## src/rtl/mem_lsu.sv

```systemverilog
// mem_lsu: MEM-stage load/store unit.
// Runs byte/halfword/word loads and stores over a single-outstanding,
// wait-stated data bus (big-endian byte lanes) and stalls the pipeline
// until the access completes. Non-memory ops pass straight through.
`timescale 1ns/1ps
module mem_lsu (
  input  logic        clk,
  input  logic        rst,
  // EX/MEM pipeline register
  input  logic [31:0] ex_wdata,
  input  logic [4:0]  ex_wd,
  input  logic        ex_wreg,
  input  logic        ex_whilo,
  input  logic [31:0] ex_hi,
  input  logic [31:0] ex_lo,
  input  logic [7:0]  ex_aluop,
  input  logic [31:0] ex_mem_addr,
  input  logic [31:0] ex_reg2,
  // writeback towards mem_wb
  output logic [31:0] mem_wdata,
  output logic [4:0]  mem_wd,
  output logic        mem_wreg,
  output logic        mem_whilo,
  output logic [31:0] mem_hi,
  output logic [31:0] mem_lo,
  // pipeline control / exceptions
  output logic        stallreq,
  output logic        misalign,
  // data bus
  output logic        dbus_req,
  output logic        dbus_we,
  output logic [31:0] dbus_addr,
  output logic [3:0]  dbus_sel,
  output logic [31:0] dbus_wdata,
  input  logic        dbus_ack,
  input  logic [31:0] dbus_rdata
);

  localparam logic [7:0] OP_LB  = 8'b11100000;
  localparam logic [7:0] OP_LBU = 8'b11100100;
  localparam logic [7:0] OP_LH  = 8'b11100001;
  localparam logic [7:0] OP_LHU = 8'b11100101;
  localparam logic [7:0] OP_LW  = 8'b11100011;
  localparam logic [7:0] OP_SB  = 8'b11101000;
  localparam logic [7:0] OP_SH  = 8'b11101001;
  localparam logic [7:0] OP_SW  = 8'b11101011;

  typedef enum logic [1:0] {
    ST_IDLE = 2'd0,
    ST_BUSY = 2'd1,
    ST_DONE = 2'd2
  } state_e;

  state_e      state_q, state_d;
  logic [31:0] rdata_q, rdata_d;

  // decoded operation
  logic is_load, is_store, is_mem;
  logic acc_byte, acc_half, acc_word;
  logic ld_signed;
  logic addr_misaligned;

  // bus-side views of the current op
  logic [3:0]  lane_sel;
  logic [31:0] st_data;
  logic [31:0] ld_result;

  // raw (pre-reset-gating) outputs
  logic [31:0] out_wdata;
  logic [4:0]  out_wd;
  logic        out_wreg;
  logic        out_whilo;
  logic [31:0] out_hi;
  logic [31:0] out_lo;
  logic        out_stall;
  logic        out_misalign;
  logic        out_req;
  logic        out_we;
  logic [31:0] out_addr;
  logic [3:0]  out_sel;
  logic [31:0] out_bwdata;

  // Decode aluop into access kind, direction and sign handling
  always_comb begin
    is_load   = 1'b0;
    is_store  = 1'b0;
    acc_byte  = 1'b0;
    acc_half  = 1'b0;
    acc_word  = 1'b0;
    ld_signed = 1'b0;
    case (ex_aluop)
      OP_LB:   begin is_load  = 1'b1; acc_byte = 1'b1; ld_signed = 1'b1; end
      OP_LBU:  begin is_load  = 1'b1; acc_byte = 1'b1; end
      OP_LH:   begin is_load  = 1'b1; acc_half = 1'b1; ld_signed = 1'b1; end
      OP_LHU:  begin is_load  = 1'b1; acc_half = 1'b1; end
      OP_LW:   begin is_load  = 1'b1; acc_word = 1'b1; end
      OP_SB:   begin is_store = 1'b1; acc_byte = 1'b1; end
      OP_SH:   begin is_store = 1'b1; acc_half = 1'b1; end
      OP_SW:   begin is_store = 1'b1; acc_word = 1'b1; end
      default: ;
    endcase
    is_mem          = is_load | is_store;
    addr_misaligned = (acc_half & ex_mem_addr[0]) |
                      (acc_word & (ex_mem_addr[1:0] != 2'b00));
  end

  // Byte-lane select and replicated store data (big-endian: offset 0 is bits 31:24)
  always_comb begin
    lane_sel = 4'b0000;
    st_data  = ex_reg2;
    if (acc_word) begin
      lane_sel = 4'b1111;
      st_data  = ex_reg2;
    end else if (acc_half) begin
      lane_sel = ex_mem_addr[1] ? 4'b0011 : 4'b1100;
      st_data  = {2{ex_reg2[15:0]}};
    end else if (acc_byte) begin
      lane_sel = 4'b1000 >> ex_mem_addr[1:0];
      st_data  = {4{ex_reg2[7:0]}};
    end
  end

  // Split the latched read word into its four big-endian byte lanes
  logic [7:0] rd_lane [4];
  genvar gi;
  for (gi = 0; gi < 4; gi++) begin : g_lane
    assign rd_lane[gi] = rdata_q[31-8*gi -: 8];
  end

  logic [7:0]  ld_byte;
  logic [15:0] ld_half;

  // Format the latched read data: pick lane(s), then sign- or zero-extend
  always_comb begin
    ld_byte   = rd_lane[ex_mem_addr[1:0]];
    ld_half   = ex_mem_addr[1] ? rdata_q[15:0] : rdata_q[31:16];
    ld_result = rdata_q;
    if (acc_half) begin
      ld_result = ld_signed ? {{16{ld_half[15]}}, ld_half} : {16'b0, ld_half};
    end else if (acc_byte) begin
      ld_result = ld_signed ? {{24{ld_byte[7]}}, ld_byte} : {24'b0, ld_byte};
    end
  end

  // State and read-data registers; reset abandons any access in flight
  always_ff @(posedge clk or posedge rst) begin
    if (rst) begin
      state_q <= ST_IDLE;
      rdata_q <= '0;
    end else begin
      state_q <= state_d;
      rdata_q <= rdata_d;
    end
  end

  // Next-state and raw outputs; ack only matters while a request is out
  always_comb begin
    state_d      = state_q;
    rdata_d      = rdata_q;
    out_wdata    = ex_wdata;
    out_wd       = ex_wd;
    out_wreg     = ex_wreg;
    out_whilo    = ex_whilo;
    out_hi       = ex_hi;
    out_lo       = ex_lo;
    out_stall    = 1'b0;
    out_misalign = 1'b0;
    out_req      = 1'b0;
    case (state_q)
      ST_IDLE: begin
        if (is_mem) begin
          if (addr_misaligned) begin
            // fault: no bus access, suppress the writeback, let the pipe move
            out_misalign = 1'b1;
            out_wreg     = 1'b0;
          end else begin
            out_req   = 1'b1;
            out_stall = 1'b1;
            out_wreg  = 1'b0;
            if (dbus_ack) begin
              rdata_d = dbus_rdata;
              state_d = ST_DONE;
            end else begin
              state_d = ST_BUSY;
            end
          end
        end
      end
      ST_BUSY: begin
        out_req   = 1'b1;
        out_stall = 1'b1;
        out_wreg  = 1'b0;
        if (dbus_ack) begin
          rdata_d = dbus_rdata;
          state_d = ST_DONE;
        end
      end
      ST_DONE: begin
        // one result cycle, then back to IDLE so the held op is not re-issued
        state_d = ST_IDLE;
        if (is_load) begin
          out_wdata = ld_result;
        end else if (is_store) begin
          out_wreg = 1'b0;
        end
      end
      default: begin
        state_d = ST_IDLE;
      end
    endcase
  end

  // Bus fields are only presented alongside a request
  always_comb begin
    out_we     = 1'b0;
    out_addr   = '0;
    out_sel    = 4'b0000;
    out_bwdata = '0;
    if (out_req) begin
      out_we     = is_store;
      out_addr   = {ex_mem_addr[31:2], 2'b00};
      out_sel    = lane_sel;
      out_bwdata = is_store ? st_data : 32'h0;
    end
  end

  // Output stage: everything reads as zero for as long as reset is high
  always_comb begin
    if (rst) begin
      mem_wdata  = '0;
      mem_wd     = '0;
      mem_wreg   = 1'b0;
      mem_whilo  = 1'b0;
      mem_hi     = '0;
      mem_lo     = '0;
      stallreq   = 1'b0;
      misalign   = 1'b0;
      dbus_req   = 1'b0;
      dbus_we    = 1'b0;
      dbus_addr  = '0;
      dbus_sel   = 4'b0000;
      dbus_wdata = '0;
    end else begin
      mem_wdata  = out_wdata;
      mem_wd     = out_wd;
      mem_wreg   = out_wreg;
      mem_whilo  = out_whilo;
      mem_hi     = out_hi;
      mem_lo     = out_lo;
      stallreq   = out_stall;
      misalign   = out_misalign;
      dbus_req   = out_req;
      dbus_we    = out_we;
      dbus_addr  = out_addr;
      dbus_sel   = out_sel;
      dbus_wdata = out_bwdata;
    end
  end

endmodule
```

## config.mk

```make
export PLATFORM = sky130hd
export DESIGN_NAME = mem_lsu
export DESIGN_NICKNAME = d
export VERILOG_FILES = /design/src/rtl/mem_lsu.sv
export SDC_FILE = /design/constraint.sdc
export NUM_CORES = 1
export LEC_CHECK = 0
export ABC_AREA = 0
export ABC_CLOCK_PERIOD_IN_PS = 2000
export BUFFER_PORTS_ARGS = -buffer_cell sky130_fd_sc_hd__buf_2
export CAP_MARGIN = 20
export CORE_AREA = 2 2 151 153
export DETAILED_ROUTE_END_ITERATION = 10
export DIE_AREA = 0 0 153 155
export HOLD_SLACK_MARGIN = 0.03
export SLEW_MARGIN = 0
export SYNTH_ARGS = -nofsm -noshare
export SYNTH_HDL_FRONTEND = slang
export SYNTH_SLANG_ARGS = --single-unit
export TNS_END_PERCENT = 30
```

## constraint.sdc

```tcl
create_clock -name clk -period 2 [get_ports clk]
set_input_delay 0.1 -clock clk [delete_from_list [all_inputs] [get_ports clk]]
set_output_delay 0.1 -clock clk [all_outputs]
set_load 0.005 [all_outputs]
```

==> results.py, run 1 <==
metrics = {
    "status": {
        "status": "complete, but fails checks",
        "failed_checks": "negative setup slack",
    },
    "grt": {
        "antenna_found_initial": 3,
        "grt_pass1_wl_um": 28700,
        "grt_usage": 0.1564,
        "grt_pass1_vias": 4715,
        "grt_max_degree": 69,
        "grt-ovfl-total": 0,
    },
    "setup_path": {
        "path_cells": "or3b_4 > buf_6 > a2111oi_4 > and2b_4 > o31ai_4 > o21ai_1 > buf_2",
        "required_ps": 1900,
        "critPathTopFamily": "simple AND/OR/NAND/NOR gates",
        "crit_arrival_ps": 2180,
        "crit_path_max_incr_delay_ps": 390,
        "startpoint_type": "flip-flop",
        "path_buf_inv": 2,
        "worst-setup-path-type": "flip-flop to primary output",
        "cp_slowest_cell": "or3b_4",
        "worst-path-max-fanout": 8,
        "critPathCaptureType": "primary output",
        "reg2reg_slack_ps": 290,
        "r2r_end": "rd_lane[3]$_DFFE_PP0P_",
        "r2r_cells": 6,
        "r2r-start": "state_q[0]$_DFFE_PP0P_",
    },
    "drt": {
        "drt-vias-per-instance": 4.321,
        "drt_iter0_drc": 229,
        "num_vias": 5051,
        "dr.pass1.iters": 4,
        "drc": 0,
        "wire_per_inst_um": 17.16,
        "ant_nets": 0,
        "postRouteWirelength_um": 20060,
    },
    "timing": {
        "skew_ps": 3.028,
        "setup_viol": 32,
        "rsz0062_at_grt": "true",
        "post-route-period-util": 1.142,
        "hold_viol_final": 0,
        "max_freq_mhz": 437.9,
        "slew_violations": 0,
        "min_period_ps": 2284,
        "fin_ws_ps": -283.6,
        "relSlewSlack": 0.4141,
        "whs_ps": 35.64,
        "tightest_slew_ps": 872.2,
        "fin_tns_setup_ps": -6818,
    },
    "synth": {
        "synth.most_common_cell": "nor2b_1",
        "postSynthAreaPerCell_um2": 7.625,
        "synth.top_cell.area_share": 0.2282,
        "synth_edf_count": 0,
        "synthMuxAreaShare": 0.1430,
        "ys_seq_area_frac": 0.2282,
        "syn_inst": 489,
        "synth_xor_area_frac": 0,
        "async_flop_share": 1.000,
        "synth_top_area_cell": "dfrtp_1",
        "synthFlopType": "dfrtp_1",
        "synthAdderAreaFrac": 0,
        "synth_top_family_by_area": "simple AND/OR/NAND/NOR gates",
        "synthTopCellsByCount": "nor2b_1, nand2_1, and2_1",
        "ys_ff_latch": 34,
        "synth-compound-area-share": 0.2232,
        "synth_area_leaders": "dfrtp_1, nor2b_1, mux2_1",
        "synth_area_um2": 3729,
        "ys_warn_count": 0,
        "synth_simple_gate_area_frac": 0.3409,
        "ys_types": 51,
    },
    "job": {
        "cap_viol_max_count": 0,
    },
    "placed_design": {
        "dp_hpwl_um": 16760,
        "dp_slack_ps": -99.96,
        "gp_congestion": 0.8043,
        "placed_cells": 1157,
        "io_buffers": 382,
    },
    "worst_hold_path": {
        "hp-start": "dbus_rdata[18]",
        "hold_path_end": "rd_lane[18]$_DFFE_PP0P_",
        "hold_class": "input pin to flip-flop",
        "whs_path_depth": 2,
    },
    "die": {
        "ios": 385,
        "fp.coreArea_um2": 22230,
        "dieArea_um2": 23720,
        "row_count": 55,
        "start_util": 0.1677,
        "die_y_um": 155,
        "die_w_um": 153,
    },
    "clocking": {
        "cts_buffers": 5,
        "cts-root-buf": "clkbuf_16",
        "worst_skew_pair.late_latency_ps": 280,
        "cts.clk_slew.worst_paths_ps": 60,
        "clock_path_buffers": 2,
        "cts_num_sinks": 34,
        "cts_tree": "built",
        "htreeDepth": 2,
    },
    "finish": {
        "final_cells": 1169,
        "ff_latch_area_um2": 852.1,
        "nets": 1091,
        "syn2layout_area_growth_pct": 70.91,
        "multi_input_area_um2": 2709,
        "final_util": 0.2867,
        "nFillCells": 2475,
        "drive_above_1_share": 0.5170,
    },
    "pwr": {
        "vdd_ir_drop_max_v": 0.0003064,
        "power_density_nw_per_um2": 443.3,
        "p_leak_nw": 3.472,
    },
}
worst reg2reg max path: stages, from the launching register on:
cell,delay [ps]
dfrtp_1,340
buf_4,120
inv_1,60
a21o_1,220
nor3b_4,230
buf_12,240
mux2_1,370
metal layers:
metal  global-route usage  share of wire  up-vias
met5                    0              0        -
met4              0.03748          0.018        0
met3              0.04290          0.077       18
met2               0.2396           0.44      213
met1               0.2182           0.46     2348
li1                     -              -     2472
through the flow:
stage | power, W | instance area (um^2)
3_3_place_gp | 0.002029 | 6132
4_1_cts | 0.002863 | 6365
3_5_place_dp | 0.002047 | 6147
6_report | 0.002825 | 6372
5_1_grt | 0.003019 | 6367
2_1_floorplan | 0.001500 | 3732
flip-flops by register name (all words and copies together) (netlist names):
register,cells
rd_lane,32
state_q,2
timing repair:
action	4_1_cts	5_1_grt
hold buffers	1	0
gates resized for setup	17	4
setup endpoints to repair	40	60
setup buffers	1	0
endpoints found under the hold margin	1	0
gates cloned	1	0
pin swaps	16	3
cell families after synthesis:
family,after synthesis
and+or+nand+nor,241
buffers and inverters,50
DFF,34
muxes,48
other,1
AOI/OAI and AO/OA,115
cell type report:
| type | count | share of cell area |
|---|---|---|
| Clock inverter | 1 | 0.0007854 |
| Multi-Input combinational cell | 407 | 0.4251 |
| Sequential cell | 34 | 0.1337 |
| Inverter | 9 | 0.005301 |
| Antenna cell | 2 | 0.0007854 |
| Clock buffer | 7 | 0.02238 |
| Timing Repair Buffer | 424 | 0.3560 |
| Tap cell | 285 | 0.05596 |
where the power goes:
part	leakage (nW)	internal (W)	switching (W)	total, W
sequential	0.436	0.000859	0.000182	0.00104
combinational	2.96	0.000536	0.000468	0.00100
clock	0.0739	0.000494	0.000287	0.000781
total	3.47	0.00189	0.000937	0.00283
worst max path at each step:
stage                           startpoint       endpoint  slack (ps)  cells after the start
global route        state_q[0]$_DFFE_PP0P_  mem_wdata[31]        -350                      7
floorplan           state_q[0]$_DFFE_PP0P_  mem_wdata[21]          50                      7
global placement    state_q[1]$_DFFE_PP0P_  mem_wdata[10]        -150                      6
CTS                 state_q[0]$_DFFE_PP0P_  mem_wdata[19]        -260                      7
finish              state_q[0]$_DFFE_PP0P_  mem_wdata[18]        -280                      7
detailed placement  state_q[0]$_DFFE_PP0P_  mem_wdata[19]        -100                      7
placed cells by master, fill, tap and decap left out, types with 3 or more instances in the layout:
cell type	netlist	layout
buf_2	4	382
o21ai_2	10	12
a22o_1	11	11
o21ai_0	10	4
a21o_1	3	3
a31oi_1	5	5
o21ai_1	6	10
nor2b_1	77	77
buf_6	3	5
o221ai_1	7	7
mux2i_1	15	15
nor2_1	35	33
and2_1	39	39
mux2_1	32	32
a2111oi_0	3	3
o22a_1	8	8
a21oi_1	31	31
inv_1	9	9
nor3_1	7	7
buf_4	6	34
nand3_1	3	3
clkbuf_16	0	5
nand2_1	65	64
dfrtp_1	34	33
a211oi_1	11	11
Power figures use the tool's default switching activity.
==> run 2, diff against run 1 <==
- CTS_BUF_LIST: unset -> sky130_fd_sc_hd__clkbuf_8 sky130_fd_sc_hd__clkbuf_16
- SKIP_CTS_REPAIR_TIMING: unset -> 1
==> results.py, run 2 (synthesized netlist as in run 1, its figures left out) <==
metrics = {
    "finish": {
        "drive_above_1_share": 0.5159,
        "most-common-layout-cells": "buf_2, nor2b_1, nand2_1, and2_1, buf_4",
        "multi_input_area_um2": 2704,
        "nFillCells": 2475,
        "syn2layout_area_growth_pct": 70.77,
        "largest_register_ffs": 32,
        "final_common_cell": "buf_2",
        "nets": 1091,
        "fin_area_um2": 6367,
        "ff_latch_area_um2": 852.1,
    },
    "timing": {
        "setup_viol": 32,
        "tightest_slew_ps": 847.9,
        "fin_tns_setup_ps": -6511,
        "fin_ws_ps": -235.1,
        "post-route-period-util": 1.118,
        "relSlewSlack": 0.4304,
        "min_period_ps": 2235,
        "slew_violations": 0,
        "rsz0062_at_grt": "true",
        "hold_viol_final": 0,
        "skew_ps": 3.373,
        "max_freq_mhz": 447.4,
    },
    "die": {
        "start_util": 0.1677,
        "dieArea_um2": 23720,
        "die_w_um": 153,
        "row_count": 55,
        "ios": 385,
        "die_y_um": 155,
        "fp.coreArea_um2": 22230,
    },
    "grt": {
        "antenna_found_initial": 3,
        "grt_use_met1": 0.2160,
        "grt_max_degree": 69,
        "grt_usage": 0.1533,
        "grt_busiest_layer": "met2",
        "use_met2": 0.2343,
        "grt-ovfl-total": 0,
        "grt_pass1_wl_um": 28210,
        "grt_pass1_vias": 4632,
        "met3_usage": 0.04150,
    },
    "clocking": {
        "cts_buffers": 5,
        "cts_num_sinks": 34,
        "htreeDepth": 2,
        "clock_path_buffers": 2,
        "cts_tree": "built",
        "worst_skew_pair.late_latency_ps": 280,
        "cts.clk_slew.worst_paths_ps": 60,
        "cts-root-buf": "clkbuf_16",
    },
    "drt": {
        "postRouteWirelength_um": 20010,
        "drc": 0,
        "wire_per_inst_um": 17.12,
        "drt_iter0_drc": 226,
        "ant_nets": 0,
        "num_vias": 5064,
        "dr.pass1.iters": 4,
        "drt-vias-per-instance": 4.332,
    },
    "setup_path": {
        "critPathLaunch": "state_q[0]$_DFFE_PP0P_",
        "path_cells": "or3b_4 > buf_6 > a2111oi_4 > and2b_4 > o31ai_4 > o21ai_1 > buf_2",
        "critPathCaptureType": "primary output",
        "required_ps": 1900,
        "worst-setup-path-type": "flip-flop to primary output",
        "cp_slowest_cell": "or3b_4",
        "reg2reg_slack_ps": 300,
        "worst-path-max-fanout": 8,
        "r2r-start": "state_q[0]$_DFFE_PP0P_",
        "crit_path_max_incr_delay_ps": 390,
        "startpoint_type": "flip-flop",
        "crit_arrival_ps": 2140,
    },
    "status": {
        "status": "complete, but fails checks",
        "failed_checks": "negative setup slack",
    },
    "worst_hold_path": {
        "hp-start": "dbus_rdata[30]",
        "hold_class": "input pin to flip-flop",
    },
    "pwr": {
        "power_density_nw_per_um2": 443.4,
        "p_leak_nw": 3.475,
        "vdd_ir_drop_max_v": 0.0003051,
    },
    "job": {
        "cap_viol_max_count": 0,
    },
    "placed_design": {
        "gp_congestion": 0.8043,
        "dp_hpwl_um": 16760,
        "io_buffers": 382,
        "dpl_cell_area_um2": 6147,
    },
}
run 2: report_power, final:
part / leakage [nW] / switching, W / internal (W)
clock: 0.0781 / 0.000292 / 0.000489
sequential: 0.436 / 0.000179 / 0.000858
combinational: 2.96 / 0.000468 / 0.000536
run 2: cell type report:
type	count	share of cell area
multi-input combinational	407	0.4246
timing repair buffer	424	0.3563
sequential	34	0.1338
tap	285	0.05600
clock buffer	6	0.02181
inverter	9	0.005306
clock inverter	2	0.001376
antenna	2	0.0007860
run 2: routing by layer:
layer / share of wire / routed length, um / vias to the layer above
met5: 0 / 0 / -
met4: 0.016 / 323 / 0
met3: 0.082 / 1650 / 16
met2: 0.45 / 8923 / 222
met1: 0.46 / 9113 / 2352
li1: - / - / 2474
run 2: path summary, 6_finish.rpt:
kind / to / cells after the start
max in group asynchronous: rd_lane[31]$_DFFE_PP0P_ / 4
min: rd_lane[30]$_DFFE_PP0P_ / 2
max: mem_wdata[19] / 7
min in group asynchronous: rd_lane[4]$_DFFE_PP0P_ / 4
max reg2reg: rd_lane[3]$_DFFE_PP0P_ / 6
min reg2reg: rd_lane[6]$_DFFE_PP0P_ / 1
run 2: critical path, delay by kind of cell (launching register included):
kind	cells	cell delay, ps
AND/OR/NAND/NOR	2	650
AO/OA/AOI/OAI	3	560
flip-flops	1	370
buffers and inverters	2	260
run 2: stage by stage:
step           worst slack, ps  hold WS (ps)  cells  total power, W  utilization
6_report                -235.1         35.89   1169        0.002823       0.2865
5_1_grt                 -350.2         33.51   1167        0.003013       0.2862
4_1_cts                 -405.6         20.19   1165        0.002844       0.2832
3_5_place_dp            -99.96         306.9   1157        0.002047       0.2766
3_3_place_gp            -149.3         296.2   1156        0.002029       0.2759
2_1_floorplan            48.16         173.5    490        0.001500            -
==> run 3, diff against run 2 <==
- CORE_AREA: 2 2 151 153 -> 3 3 147 149
- DIE_AREA: 0 0 153 155 -> 0 0 150 152
==> results.py, run 3 (synthesized netlist as in run 1, its figures left out) <==
metrics = {
    "finish": {
        "final_common_cell": "buf_2",
        "syn2layout_area_growth_pct": 72.92,
        "drive_above_1_share": 0.5266,
        "final_util": 0.3176,
        "most-common-layout-cells": "buf_2, nor2b_1, nand2_1, and2_1, buf_4",
        "nets": 1095,
        "largest_register_ffs": 32,
        "nFillCells": 2197,
    },
    "drt": {
        "wire_per_inst_um": 18.08,
        "postRouteWirelength_um": 20980,
        "ant_nets": 0,
        "drt_iter0_drc": 329,
        "drc": 0,
        "dr.pass1.iters": 6,
        "drt-vias-per-instance": 4.517,
        "num_vias": 5240,
    },
    "timing": {
        "max_freq_mhz": 457.9,
        "fin_ws_ps": -183.9,
        "rsz0062_at_grt": "true",
        "relSlewSlack": 0.4174,
        "tightest_slew_ps": 867.2,
        "slew_violations": 0,
        "setup_viol": 37,
        "skew_ps": 5.906,
        "post-route-period-util": 1.092,
        "hold_viol_final": 0,
        "min_period_ps": 2184,
    },
    "die": {
        "dieArea_um2": 22800,
        "die_y_um": 152,
        "start_util": 0.1837,
        "die_w_um": 150,
        "row_count": 52,
        "ios": 385,
        "fp.coreArea_um2": 20300,
    },
    "grt": {
        "grt_pass1_vias": 4966,
        "grt-ovfl-total": 0,
        "grt_pass1_wl_um": 29610,
        "grt_usage": 0.1667,
        "antenna_found_initial": 7,
        "grt_max_degree": 71,
    },
    "setup_path": {
        "required_ps": 1900,
        "r2r_cells": 7,
        "r2r-start": "state_q[0]$_DFFE_PP0P_",
        "worst-path-max-fanout": 8,
        "startpoint_type": "flip-flop",
        "reg2reg_slack_ps": 190,
        "r2r_end": "rd_lane[6]$_DFFE_PP0P_",
        "worst-setup-path-type": "flip-flop to primary output",
        "crit_arrival_ps": 2080,
        "critPathCaptureType": "primary output",
    },
    "clocking": {
        "cts_num_sinks": 34,
        "worst_skew_pair.late_latency_ps": 280,
        "cts-root-buf": "clkbuf_16",
        "htreeDepth": 2,
        "clock_path_buffers": 2,
        "cts_buffers": 5,
        "cts_tree": "built",
        "cts.clk_slew.worst_paths_ps": 50,
    },
    "worst_hold_path": {
        "hold_path_end": "state_q[0]$_DFFE_PP0P_",
        "hold_class": "input pin to flip-flop",
        "whs_path_depth": 2,
        "hp-start": "dbus_ack",
    },
    "placed_design": {
        "dp_hpwl_um": 17220,
        "io_buffers": 382,
        "gp_congestion": 0.8561,
    },
    "status": {
        "failed_checks": "negative setup slack",
        "status": "complete, but fails checks",
    },
    "pwr": {
        "power_density_nw_per_um2": 440.4,
        "vdd_ir_drop_max_v": 0.0003258,
        "finalPower_w": 0.002839,
        "p_leak_nw": 3.503,
    },
    "job": {
        "cap_viol_max_count": 0,
    },
}
[run 3: changes by cell type in the layout (fill, tap and decap cells not counted), moves of 3 or more]
cell | previous run | this run
buf_6 | 5 | 1
o21ai_1 | 12 | 8
buf_4 | 34 | 39
buf_12 | 1 | 5
diode_2 | 2 | 5
[run 3: cell type report]
type	instances	area [um^2]	share of cell area
Antenna cell	5	12.51	0.001941
Sequential cell	34	850.8	0.1320
Clock inverter	2	11.26	0.001747
Clock buffer	5	125.1	0.01941
Tap cell	270	337.8	0.05240
Inverter	9	33.78	0.005240
Timing Repair Buffer	428	2331	0.3615
Multi-Input combinational cell	407	2745	0.4258
[run 3: layer usage]
metal	wire, um	GRT usage	vias up
li1	-	-	2488
met1	8924	0.2223	2435
met2	9553	0.2661	283
met3	2012	0.04260	28
met4	454	0.04662	6
met5	31	0	-
[run 3: worst max path at each step]
| stage | to | slack, ps | depth (start not counted) | from |
|---|---|---|---|---|
| finish | mem_wdata[11] | -180 | 6 | rd_lane[31]$_DFFE_PP0P_ |
| floorplan | mem_wdata[21] | 50 | 7 | state_q[0]$_DFFE_PP0P_ |
| global route | mem_wdata[31] | -260 | 6 | state_q[0]$_DFFE_PP0P_ |
| CTS | mem_wdata[5] | -320 | 6 | state_q[0]$_DFFE_PP0P_ |
| detailed placement | mem_wdata[0] | -70 | 8 | ex_aluop[4] |
| global placement | mem_wdata[20] | -230 | 7 | state_q[1]$_DFFE_PP0P_ |
[run 3: report_power, final]
group	switching, W	internal (W)	leakage, nW	total [W]
Clock	0.000293	0.000450	0.0671	0.000743
Combinational	0.000491	0.000558	3.00	0.00105
Sequential	0.000191	0.000857	0.437	0.00105
Total	0.000974	0.00187	3.50	0.00284
[run 3: critical path, cell delays in order (launching register included)]
cell     delay [ps]
dfrtp_1         420
mux4_2          510
a21oi_2         140
and2b_4         230
buf_4           190
a22o_1          200
buf_2           130
[run 3: metrics by stage]
stage | TNS (ps) | setup WS (ps) | cells | instance area (um^2) | hold WS (ps)
3_5_place_dp | -1006 | -73.40 | 1142 | 6166 | 302.7
4_1_cts | -8171 | -316.0 | 1149 | 6302 | 9.661
2_1_floorplan | 0 | 48.16 | 490 | 3732 | 173.5
6_report | -4375 | -183.9 | 1160 | 6447 | 13.70
5_1_grt | -7509 | -264.2 | 1159 | 6445 | 33.02
3_3_place_gp | -6468 | -233.9 | 1141 | 6151 | 306.1
